==> src/rtl/multicycle_control_fsm.sv <==
// Main control FSM of the RISC-V multicycle core: sequences the shared ALU,
// memory port, IR, PC and register file one instruction step per state.
module multicycle_control_fsm #(
  parameter int STATE_W = 4
) (
  input  logic               clk,
  input  logic               rst,
  input  logic [6:0]         i_opcode,
  input  logic [2:0]         i_funct3,
  input  logic               i_zero,
  input  logic               i_mem_ready,
  output logic               o_pc_write,
  output logic               o_ir_write,
  output logic               o_adr_src,
  output logic               o_mem_req,
  output logic               o_mem_write,
  output logic               o_reg_write,
  output logic               o_rf_pc_sel,
  output logic               o_alu_src_a,
  output logic [1:0]         o_alu_src_b,
  output logic [2:0]         o_alu_op,
  output logic [1:0]         o_result_src,
  output logic               o_illegal,
  output logic [STATE_W-1:0] o_state
);

  typedef enum logic [3:0] {
    FETCH    = 4'd0,
    DECODE   = 4'd1,
    MEMADR   = 4'd2,
    MEMREAD  = 4'd3,
    MEMWB    = 4'd4,
    MEMWRITE = 4'd5,
    EXEC_R   = 4'd6,
    EXEC_I   = 4'd7,
    ALUWB    = 4'd8,
    BRANCH   = 4'd9,
    JAL      = 4'd10,
    AUIPC    = 4'd11
  } state_t;

  localparam logic [6:0] OPC_LOAD   = 7'b0000011;
  localparam logic [6:0] OPC_STORE  = 7'b0100011;
  localparam logic [6:0] OPC_RTYPE  = 7'b0110011;
  localparam logic [6:0] OPC_ITYPE  = 7'b0010011;
  localparam logic [6:0] OPC_BRANCH = 7'b1100011;
  localparam logic [6:0] OPC_JAL    = 7'b1101111;
  localparam logic [6:0] OPC_AUIPC  = 7'b0010111;

  localparam logic [2:0] F3_BEQ = 3'b000;
  localparam logic [2:0] F3_BNE = 3'b001;

  localparam logic [1:0] SRC_B_REG  = 2'd0;
  localparam logic [1:0] SRC_B_IMM  = 2'd1;
  localparam logic [1:0] SRC_B_FOUR = 2'd2;

  localparam logic [2:0] ALU_ADD    = 3'd0;
  localparam logic [2:0] ALU_SUB    = 3'd1;
  localparam logic [2:0] ALU_DECODE = 3'd2;

  localparam logic [1:0] RES_ALUOUT = 2'd0;
  localparam logic [1:0] RES_MEM    = 2'd1;
  localparam logic [1:0] RES_ALU    = 2'd2;

  state_t state, state_next;

  always_ff @(posedge clk) begin
    if (rst) state <= FETCH;
    else     state <= state_next;
  end

  always_comb begin
    state_next   = FETCH;
    o_pc_write   = 1'b0;
    o_ir_write   = 1'b0;
    o_adr_src    = 1'b0;
    o_mem_req    = 1'b0;
    o_mem_write  = 1'b0;
    o_reg_write  = 1'b0;
    o_rf_pc_sel  = 1'b0;
    o_alu_src_a  = 1'b0;
    o_alu_src_b  = SRC_B_REG;
    o_alu_op     = ALU_ADD;
    o_result_src = RES_ALUOUT;
    o_illegal    = 1'b0;

    case (state)
      FETCH: begin
        o_mem_req    = 1'b1;
        o_alu_src_b  = SRC_B_FOUR;
        o_result_src = RES_ALU;
        if (i_mem_ready) begin
          o_ir_write = 1'b1;
          o_pc_write = 1'b1;
          state_next = DECODE;
        end else begin
          state_next = FETCH;
        end
      end
      DECODE: begin
        // ALU forms the branch target into ALUOut while the opcode is decoded
        o_alu_src_b = SRC_B_IMM;
        o_alu_op    = ALU_DECODE;
        case (i_opcode)
          OPC_LOAD, OPC_STORE: state_next = MEMADR;
          OPC_RTYPE:           state_next = EXEC_R;
          OPC_ITYPE:           state_next = EXEC_I;
          OPC_BRANCH:          state_next = BRANCH;
          OPC_JAL:             state_next = JAL;
          OPC_AUIPC:           state_next = AUIPC;
          default: begin
            o_illegal  = 1'b1;
            state_next = FETCH;
          end
        endcase
      end
      MEMADR: begin
        o_alu_src_a = 1'b1;
        o_alu_src_b = SRC_B_IMM;
        state_next  = (i_opcode == OPC_LOAD) ? MEMREAD : MEMWRITE;
      end
      MEMREAD: begin
        o_adr_src  = 1'b1;
        o_mem_req  = 1'b1;
        state_next = i_mem_ready ? MEMWB : MEMREAD;
      end
      MEMWRITE: begin
        o_adr_src   = 1'b1;
        o_mem_req   = 1'b1;
        o_mem_write = 1'b1;
        state_next  = i_mem_ready ? FETCH : MEMWRITE;
      end
      MEMWB: begin
        o_result_src = RES_MEM;
        o_reg_write  = 1'b1;
      end
      EXEC_R: begin
        o_alu_src_a = 1'b1;
        o_alu_src_b = SRC_B_REG;
        o_alu_op    = ALU_DECODE;
        state_next  = ALUWB;
      end
      EXEC_I: begin
        o_alu_src_a = 1'b1;
        o_alu_src_b = SRC_B_IMM;
        o_alu_op    = ALU_DECODE;
        state_next  = ALUWB;
      end
      AUIPC: begin
        o_alu_src_b = SRC_B_IMM;
        o_alu_op    = ALU_DECODE;
        state_next  = ALUWB;
      end
      ALUWB: begin
        o_result_src = RES_ALUOUT;
        o_reg_write  = 1'b1;
      end
      BRANCH: begin
        o_alu_src_a  = 1'b1;
        o_alu_src_b  = SRC_B_REG;
        o_alu_op     = ALU_SUB;
        o_result_src = RES_ALUOUT;
        o_pc_write   = ((i_funct3 == F3_BEQ) &&  i_zero) ||
                       ((i_funct3 == F3_BNE) && !i_zero);
      end
      JAL: begin
        // PC already holds PC+4 from FETCH, so it is the link value
        o_alu_src_b  = SRC_B_IMM;
        o_alu_op     = ALU_DECODE;
        o_result_src = RES_ALU;
        o_pc_write   = 1'b1;
        o_reg_write  = 1'b1;
        o_rf_pc_sel  = 1'b1;
      end
      default: state_next = FETCH;
    endcase

    if (rst) begin
      o_pc_write   = 1'b0;
      o_ir_write   = 1'b0;
      o_adr_src    = 1'b0;
      o_mem_req    = 1'b0;
      o_mem_write  = 1'b0;
      o_reg_write  = 1'b0;
      o_rf_pc_sel  = 1'b0;
      o_alu_src_a  = 1'b0;
      o_alu_src_b  = '0;
      o_alu_op     = '0;
      o_result_src = '0;
      o_illegal    = 1'b0;
    end
  end

  always_comb begin
    o_state = rst ? '0 : STATE_W'(state);
  end

endmodule

==> config.mk <==
export PLATFORM = sky130hd
export DESIGN_NAME = multicycle_control_fsm
export DESIGN_NICKNAME = d
export VERILOG_FILES = /design/src/rtl/multicycle_control_fsm.sv
export SDC_FILE = /design/constraint.sdc
export NUM_CORES = 1
export LEC_CHECK = 0
export CELL_PAD_IN_SITES_DETAIL_PLACEMENT = 0
export CELL_PAD_IN_SITES_GLOBAL_PLACEMENT = 1
export CORE_MARGIN = 2
export CORE_UTILIZATION = 25
export CTS_CLUSTER_SIZE = 14
export DETAILED_ROUTE_END_ITERATION = 8
export GPL_ROUTABILITY_DRIVEN = 1
export PLACE_DENSITY = 0.75
export REMOVE_ABC_BUFFERS = 1
export SLEW_MARGIN = 20
export SYNTH_ARGS = -nofsm -noshare
export SYNTH_HDL_FRONTEND = slang
export SYNTH_SLANG_ARGS = --single-unit
==> constraint.sdc <==
create_clock -name clk -period 2 [get_ports clk]
set_input_delay 0.6 -clock clk [delete_from_list [all_inputs] [get_ports clk]]
set_output_delay 0.6 -clock clk [all_outputs]
set_load 0.02 [all_outputs]
==> results of run 1 <==
[layer usage]
| layer | vias to the layer above | wire [um] | global-route usage | part of all wire |
|---|---|---|---|---|
| li1 | 484 | - | - | - |
| met1 | 436 | 933 | 0.177 | 0.41 |
| met2 | 30 | 1160 | 0.339 | 0.51 |
| met3 | 2 | 179 | 0.0296 | 0.078 |
| met4 | 0 | 6 | 0.0244 | 0.0026 |
| met5 | - | 0 | 0 | 0 |
[worst paths after layout]
| check | startpoint | endpoint | slack [ns] | cells after the start |
|---|---|---|---|---|
| setup / recovery | state[2] | o_illegal | -0.17 | 6 |
| hold / removal | state[3] | state[1] | 0.63 | 2 |
| setup reg to reg | state[1] | state[2] | 0.35 | 7 |
| hold reg to reg | state[3] | state[1] | 0.63 | 2 |
[synth_stat cells (2+ instances only)]
library cell	instances
a21boi_0	2
a21oi_1	6
a31oi_1	3
buf_2	3
clkbuf_1	2
dfxtp_1	4
inv_1	4
nand2_1	6
nand2b_1	10
nand3b_1	2
nor2_1	13
nor2b_1	4
nor3_1	6
nor3b_1	2
o21ai_0	3
[cells in the final DEF (no fill, tap or decap), drive strengths merged, types with 2 or more instances in the layout]
master	instances
clkbuf	4
nand3b	2
clkdlybuf4s50	2
a31oi	3
nand2b	10
o21ai	3
nor3b	2
dlygate4sd2	10
or4b	3
dfxtp	4
nand2	7
a21boi	2
nor2b	4
clkdlybuf4s15	3
nor2	13
buf	56
inv	4
nor3	7
a21oi	6
[area by class of cell]
type                    count  area share
repair buffers             72       0.424
inverters                   4      0.0110
clock buffers               3      0.0164
multi-input cells          83       0.462
well taps                  30      0.0274
flip-flops and latches      4      0.0594
[power groups by stage]
stage	sequential, mW	clock (mW)	combinational [mW]
2_1_floorplan	0.0868	0	0.0555
3_3_place_gp	0.0835	0	0.162
3_5_place_dp	0.0836	0	0.163
4_1_cts	0.0825	0.101	0.160
5_1_grt	0.0830	0.106	0.186
6_report	0.0827	0.0954	0.172
[worst min-delay path, cell delays in order (launching register included)]
cell,delay [ns]
dfxtp_1,0.34
buf_6,0.17
o41ai_2,0.09
[stage by stage]
step | total power, mW | util | std cells
finish | 0.350 | 0.553 | 196
detailed placement | 0.246 | 0.497 | 187
global placement | 0.245 | 0.497 | 187
global route | 0.375 | 0.553 | 196
floorplan | 0.142 | - | 91
CTS | 0.344 | 0.524 | 196
[repair_timing]
item | CTS | global route
pin swaps | 6 | 1
endpoints found under the hold margin | 0 | 0
setup buffers | 6 | 0
resized for setup | 111 | 25
setup endpoints to repair | 21 | 18
[cells by family (layout without fill, tap and decap cells)]
family / after synthesis / count (layout) / synth area share
simple gates: 56 / 56 / 0.511
compound gates: 24 / 24 / 0.264
buf+inv: 10 / 79 / 0.0694
flops: 4 / 4 / 0.123
xor+xnor: 2 / 2 / 0.0270
other cells: 1 / 1 / 0.00577
==> flow_metrics.env, run 1 <==
export IMPL_largestRegisters="state x4"
export IMPL_slowest_delay_ns=0.56
export IMPL_antenna_found_initial=0
export IMPL_largest_register_ffs=4
export IMPL_ys_ff_latch=4
export IMPL_grt_overflow_total=0
export IMPL_grt_pass1_vias=891
export IMPL_syn_to_final_growth_pct=111
export IMPL_wl_um=2280
export IMPL_start_util=0.262
export IMPL_clkPwrFrac=0.273
export IMPL_swShare=0.313
export IMPL_num_vias=952
export IMPL_ys_async_sr_fraction=0
export IMPL_n_fill_cell=253
export IMPL_dr_pass1_iters=4
export IMPL_dieArea_um2=3020
export IMPL_p_seq_frac=0.236
export IMPL_critPathSlowestCell="or4b_4"
export IMPL_min_period_ns=2.17
export IMPL_ys_types=42
export IMPL_vias_per_cell=4.86
export IMPL_synthCells=97
export IMPL_slew_headroom=0.640
export IMPL_peakVddDrop_uv=257
export IMPL_gp_congestion=0.755
export IMPL_cts_hold_buf=0
export IMPL_cts_tree="yes"
export IMPL_hold_slack_ns=0.631
export IMPL_finalMaxSlewViolations=0
export IMPL_post_drt_wl_per_cell_um=11.6
export IMPL_top_register="state"
export IMPL_hp_class="register to register"
export IMPL_grt_max_degree=14
export IMPL_ios=34
export IMPL_status="complete, but fails checks"
export IMPL_seq_area_frac_synth=0.123
export IMPL_ctsLongestPathBuffers=2
export IMPL_clock_sinks=4
export IMPL_final_critical_path_setup_slack_ns=-0.172
export IMPL_crit_type="register to primary output"
export IMPL_drt_first_iter_violations=10
export IMPL_cts_root_buf="clkbuf_4"
export IMPL_p_switching_uw=109
export IMPL_postSynthAreaPerCell_um2=6.69
export IMPL_design_area_um2=1370
export IMPL_regArea_um2=81.3
export IMPL_place_hpwl_um=1770
export IMPL_die_w_um=55.0
export IMPL_internal_power_uw=240
export IMPL_fin_skew_ns=0.000618
export IMPL_violations="setup timing"
export IMPL_worst_skew_pair_late_latency_ns=0.23
export IMPL_synth_largest_area_cell="dfxtp_1"
export IMPL_worst_path_max_fanout=2
export IMPL_cts_clk_slew_worst_paths_ns=0.04
export IMPL_diodes=0
export IMPL_nets=182
export IMPL_rows=18
export IMPL_syn_area_um2=649
export IMPL_crit_buf_inv=2
export IMPL_cp_required_ns=1.40
export IMPL_synth_edff_count=0
export IMPL_cts_max_level=1
export IMPL_multi_input_area_um2=633
export IMPL_grt_pass1_wl_um=3680
export IMPL_synth_ff_type="dfxtp_1"
export IMPL_hold_viol_final=0
export IMPL_cts_made_buffers=3
export IMPL_drv_cap=0
export IMPL_cellPowerDensity_nw_per_um2=255
export IMPL_cp_cell_sequence="or4b_4, nor2_4, buf_6, nand2_1, o21ai_1, buf_4"
export IMPL_worst_pin_slew_ns=0.526
export IMPL_die_y_um=55.0
export IMPL_worstPathArrival_ns=1.57
export IMPL_finalCritPeriodShare=1.09
export IMPL_tns_ns=-0.915
export IMPL_finalSetupViolations=10
export IMPL_placed_area_um2=1230
export IMPL_core_area_um2=2480
export IMPL_start_kind="register"
export IMPL_ant_nets=0
export IMPL_io_buffers=32
export IMPL_yosys_area_top_type_share=0.123
export IMPL_grt_usage=0.166
export IMPL_drive_above_1_share=0.554
export IMPL_p_leak_nw=0.639
export IMPL_ys_top_cells_by_area="dfxtp_1 (12%), nand2b_1 (9.6%), nor2_1 (7.5%)"
export IMPL_grt_setup_unrepaired="true"
export IMPL_pre_cts_slack_ns=-0.983
export IMPL_fmax_mhz=460
export IMPL_route_detailed_drc=0
export IMPL_comb_power_share=0.491
export IMPL_end_kind="primary output"
export IMPL_cp_top_family="simple AND/OR/NAND/NOR gates"
export IMPL_yosys_warnings=0
Note: power is estimated with default switching activity, not from simulation.
==> inputs of run 2 (changes only) <==
Settings changed: PLACE_DENSITY 0.75 to default, PLACE_DENSITY_LB_ADDON from default to 0.1.
==> flow_metrics.env, run 2 (synthesized netlist as in run 1, its figures left out) <==
export IMPL_cts_tree="yes"
export IMPL_dieArea_um2=3020
export IMPL_gp_congestion=0.804
export IMPL_crit_type="register to primary output"
export IMPL_hold_depth=3
export IMPL_grt_overflow_total=0
export IMPL_core_area_um2=2480
export IMPL_rows=18
export IMPL_dr_pass1_iters=4
export IMPL_grt_pass1_vias=882
export IMPL_largestRegisters="state x4"
export IMPL_cts_clk_slew_worst_paths_ns=0.04
export IMPL_vias_per_cell=4.80
export IMPL_io_buffers=32
export IMPL_p_leak_nw=0.641
export IMPL_pre_cts_slack_ns=-0.964
export IMPL_post_drt_wl_per_cell_um=11.7
export IMPL_grt_pass1_wl_um=3760
export IMPL_grt_max_degree=14
export IMPL_status="complete, but fails checks"
export IMPL_finalSetupViolations=8
export IMPL_finalCritPeriodShare=1.11
export IMPL_reg2reg_to="state[3]"
export IMPL_ant_nets=0
export IMPL_violations="setup timing"
export IMPL_power_uw=353
export IMPL_worst_skew_pair_late_latency_ns=0.23
export IMPL_cts_max_level=1
export IMPL_fmax_mhz=450
export IMPL_rrSetupSlack_ns=0.32
export IMPL_place_hpwl_um=1700
export IMPL_worstPathArrival_ns=1.62
export IMPL_reg2reg_from="state[1]"
export IMPL_diodes=0
export IMPL_ios=34
export IMPL_drt_first_iter_violations=10
export IMPL_syn_to_final_growth_pct=114
export IMPL_die_w_um=55.0
export IMPL_start_kind="register"
export IMPL_wl_um=2280
export IMPL_nets=181
export IMPL_n_fill_cell=251
export IMPL_design_area_um2=1390
export IMPL_place_inst=187
export IMPL_hold_start="state[3]"
export IMPL_drv_cap=0
export IMPL_clock_sinks=4
export IMPL_worst_path_max_fanout=2
export IMPL_cellPowerDensity_nw_per_um2=254
export IMPL_final_cell_mix="buf_4 (39), buf_6 (13), nor2_1 (10), dlygate4sd2_1 (6)"
export IMPL_finalMaxSlewViolations=0
export IMPL_cts_made_buffers=3
export IMPL_ff2ff_path_depth=8
export IMPL_peakVddDrop_uv=202
export IMPL_largest_register_ffs=4
export IMPL_min_period_ns=2.22
export IMPL_min_to="state[1]"
export IMPL_drive_above_1_share=0.582
export IMPL_die_y_um=55.0
export IMPL_placed_area_um2=1230
export IMPL_antenna_found_initial=0
export IMPL_start_util=0.262
export IMPL_fin_cells=195
export IMPL_end_kind="primary output"
export IMPL_fin_skew_ns=0.00390
export IMPL_grt_usage=0.168
export IMPL_num_vias=936
export IMPL_top_register="state"
export IMPL_grt_setup_unrepaired="true"
export IMPL_hp_class="register to register"
export IMPL_route_detailed_drc=0
export IMPL_ctsLongestPathBuffers=2
export IMPL_cts_root_buf="clkbuf_4"
export IMPL_hold_viol_final=0
export IMPL_cp_required_ns=1.40
export IMPL_final_critical_path_setup_slack_ns=-0.223
export IMPL_mostFrequentLayoutCell="buf_4"
export IMPL_cts_hold_buf=0
[run 2: cell types whose count changed in the layout (fill, tap and decap cells not counted), moves of 2 or more]
cell	delta
clkbuf_2	+4
nand2_2	+2
buf_4	-6
buf_6	+6
nand2_1	-2
nor2_2	-2
nor3_2	-2
dlygate4sd2_1	-4
[run 2: what timing repair did]
action / in CTS / in global routing
endpoints found under the setup margin: 21 / 20
pin swaps: 9 / 6
resized for setup: 117 / 38
buffers inserted: 5 / 0
[run 2: layout make-up]
class | count | area [um2] | area share
multi-input cells | 83 | 647 | 0.466
repair buffers | 71 | 583 | 0.420
flip-flops and latches | 4 | 82.6 | 0.0595
well taps | 30 | 37.5 | 0.0271
clock buffers | 3 | 22.5 | 0.0162
inverters | 4 | 15.0 | 0.0108
[run 2: how the worst max path moves through the flow]
stage,end,start,slack (ns)
2_1_floorplan,o_illegal,state[0],-0.37
3_3_place_gp,o_result_src[1],rst,-0.95
3_5_place_dp,o_result_src[1],rst,-0.96
4_1_cts,o_illegal,state[2],-0.24
5_1_grt,o_illegal,state[2],-0.32
6_report,o_illegal,state[2],-0.22
[run 2: stage by stage]
| step | hold WS (ns) | util | TNS [ns] |
|---|---|---|---|
| CTS | 0.727 | 0.528 | -0.949 |
| global route | 0.722 | 0.560 | -1.57 |
| floorplan | 0.606 | - | -0.914 |
| global placement | 0.632 | 0.497 | -15.00 |
| detailed placement | 0.637 | 0.497 | -15.35 |
| finish | 0.697 | 0.560 | -0.981 |
[run 2: metal layers]
| layer | up-vias | track usage | share of wire |
|---|---|---|---|
| met5 | - | 0 | 0 |
| met4 | 0 | 0.0488 | 0.011 |
| met3 | 2 | 0.0188 | 0.031 |
| met2 | 20 | 0.298 | 0.52 |
| met1 | 428 | 0.212 | 0.44 |
| li1 | 486 | - | - |
[run 2: critical path, cell delays in order, from the launching register on]
cell and delay [ns]:
dfxtp_2 0.32, or4b_4 0.57, nor2_4 0.14, buf_6 0.11
nand2_2 0.03, o21ai_1 0.07, buf_4 0.15
[run 2: power by group]
part           leakage (nW)  internal [mW]  switching (mW)  total, mW
clock                0.0138         0.0669          0.0292     0.0960
sequential           0.0335         0.0818        0.000950     0.0828
combinational         0.594         0.0913          0.0826      0.174
total                 0.641          0.240           0.113      0.353
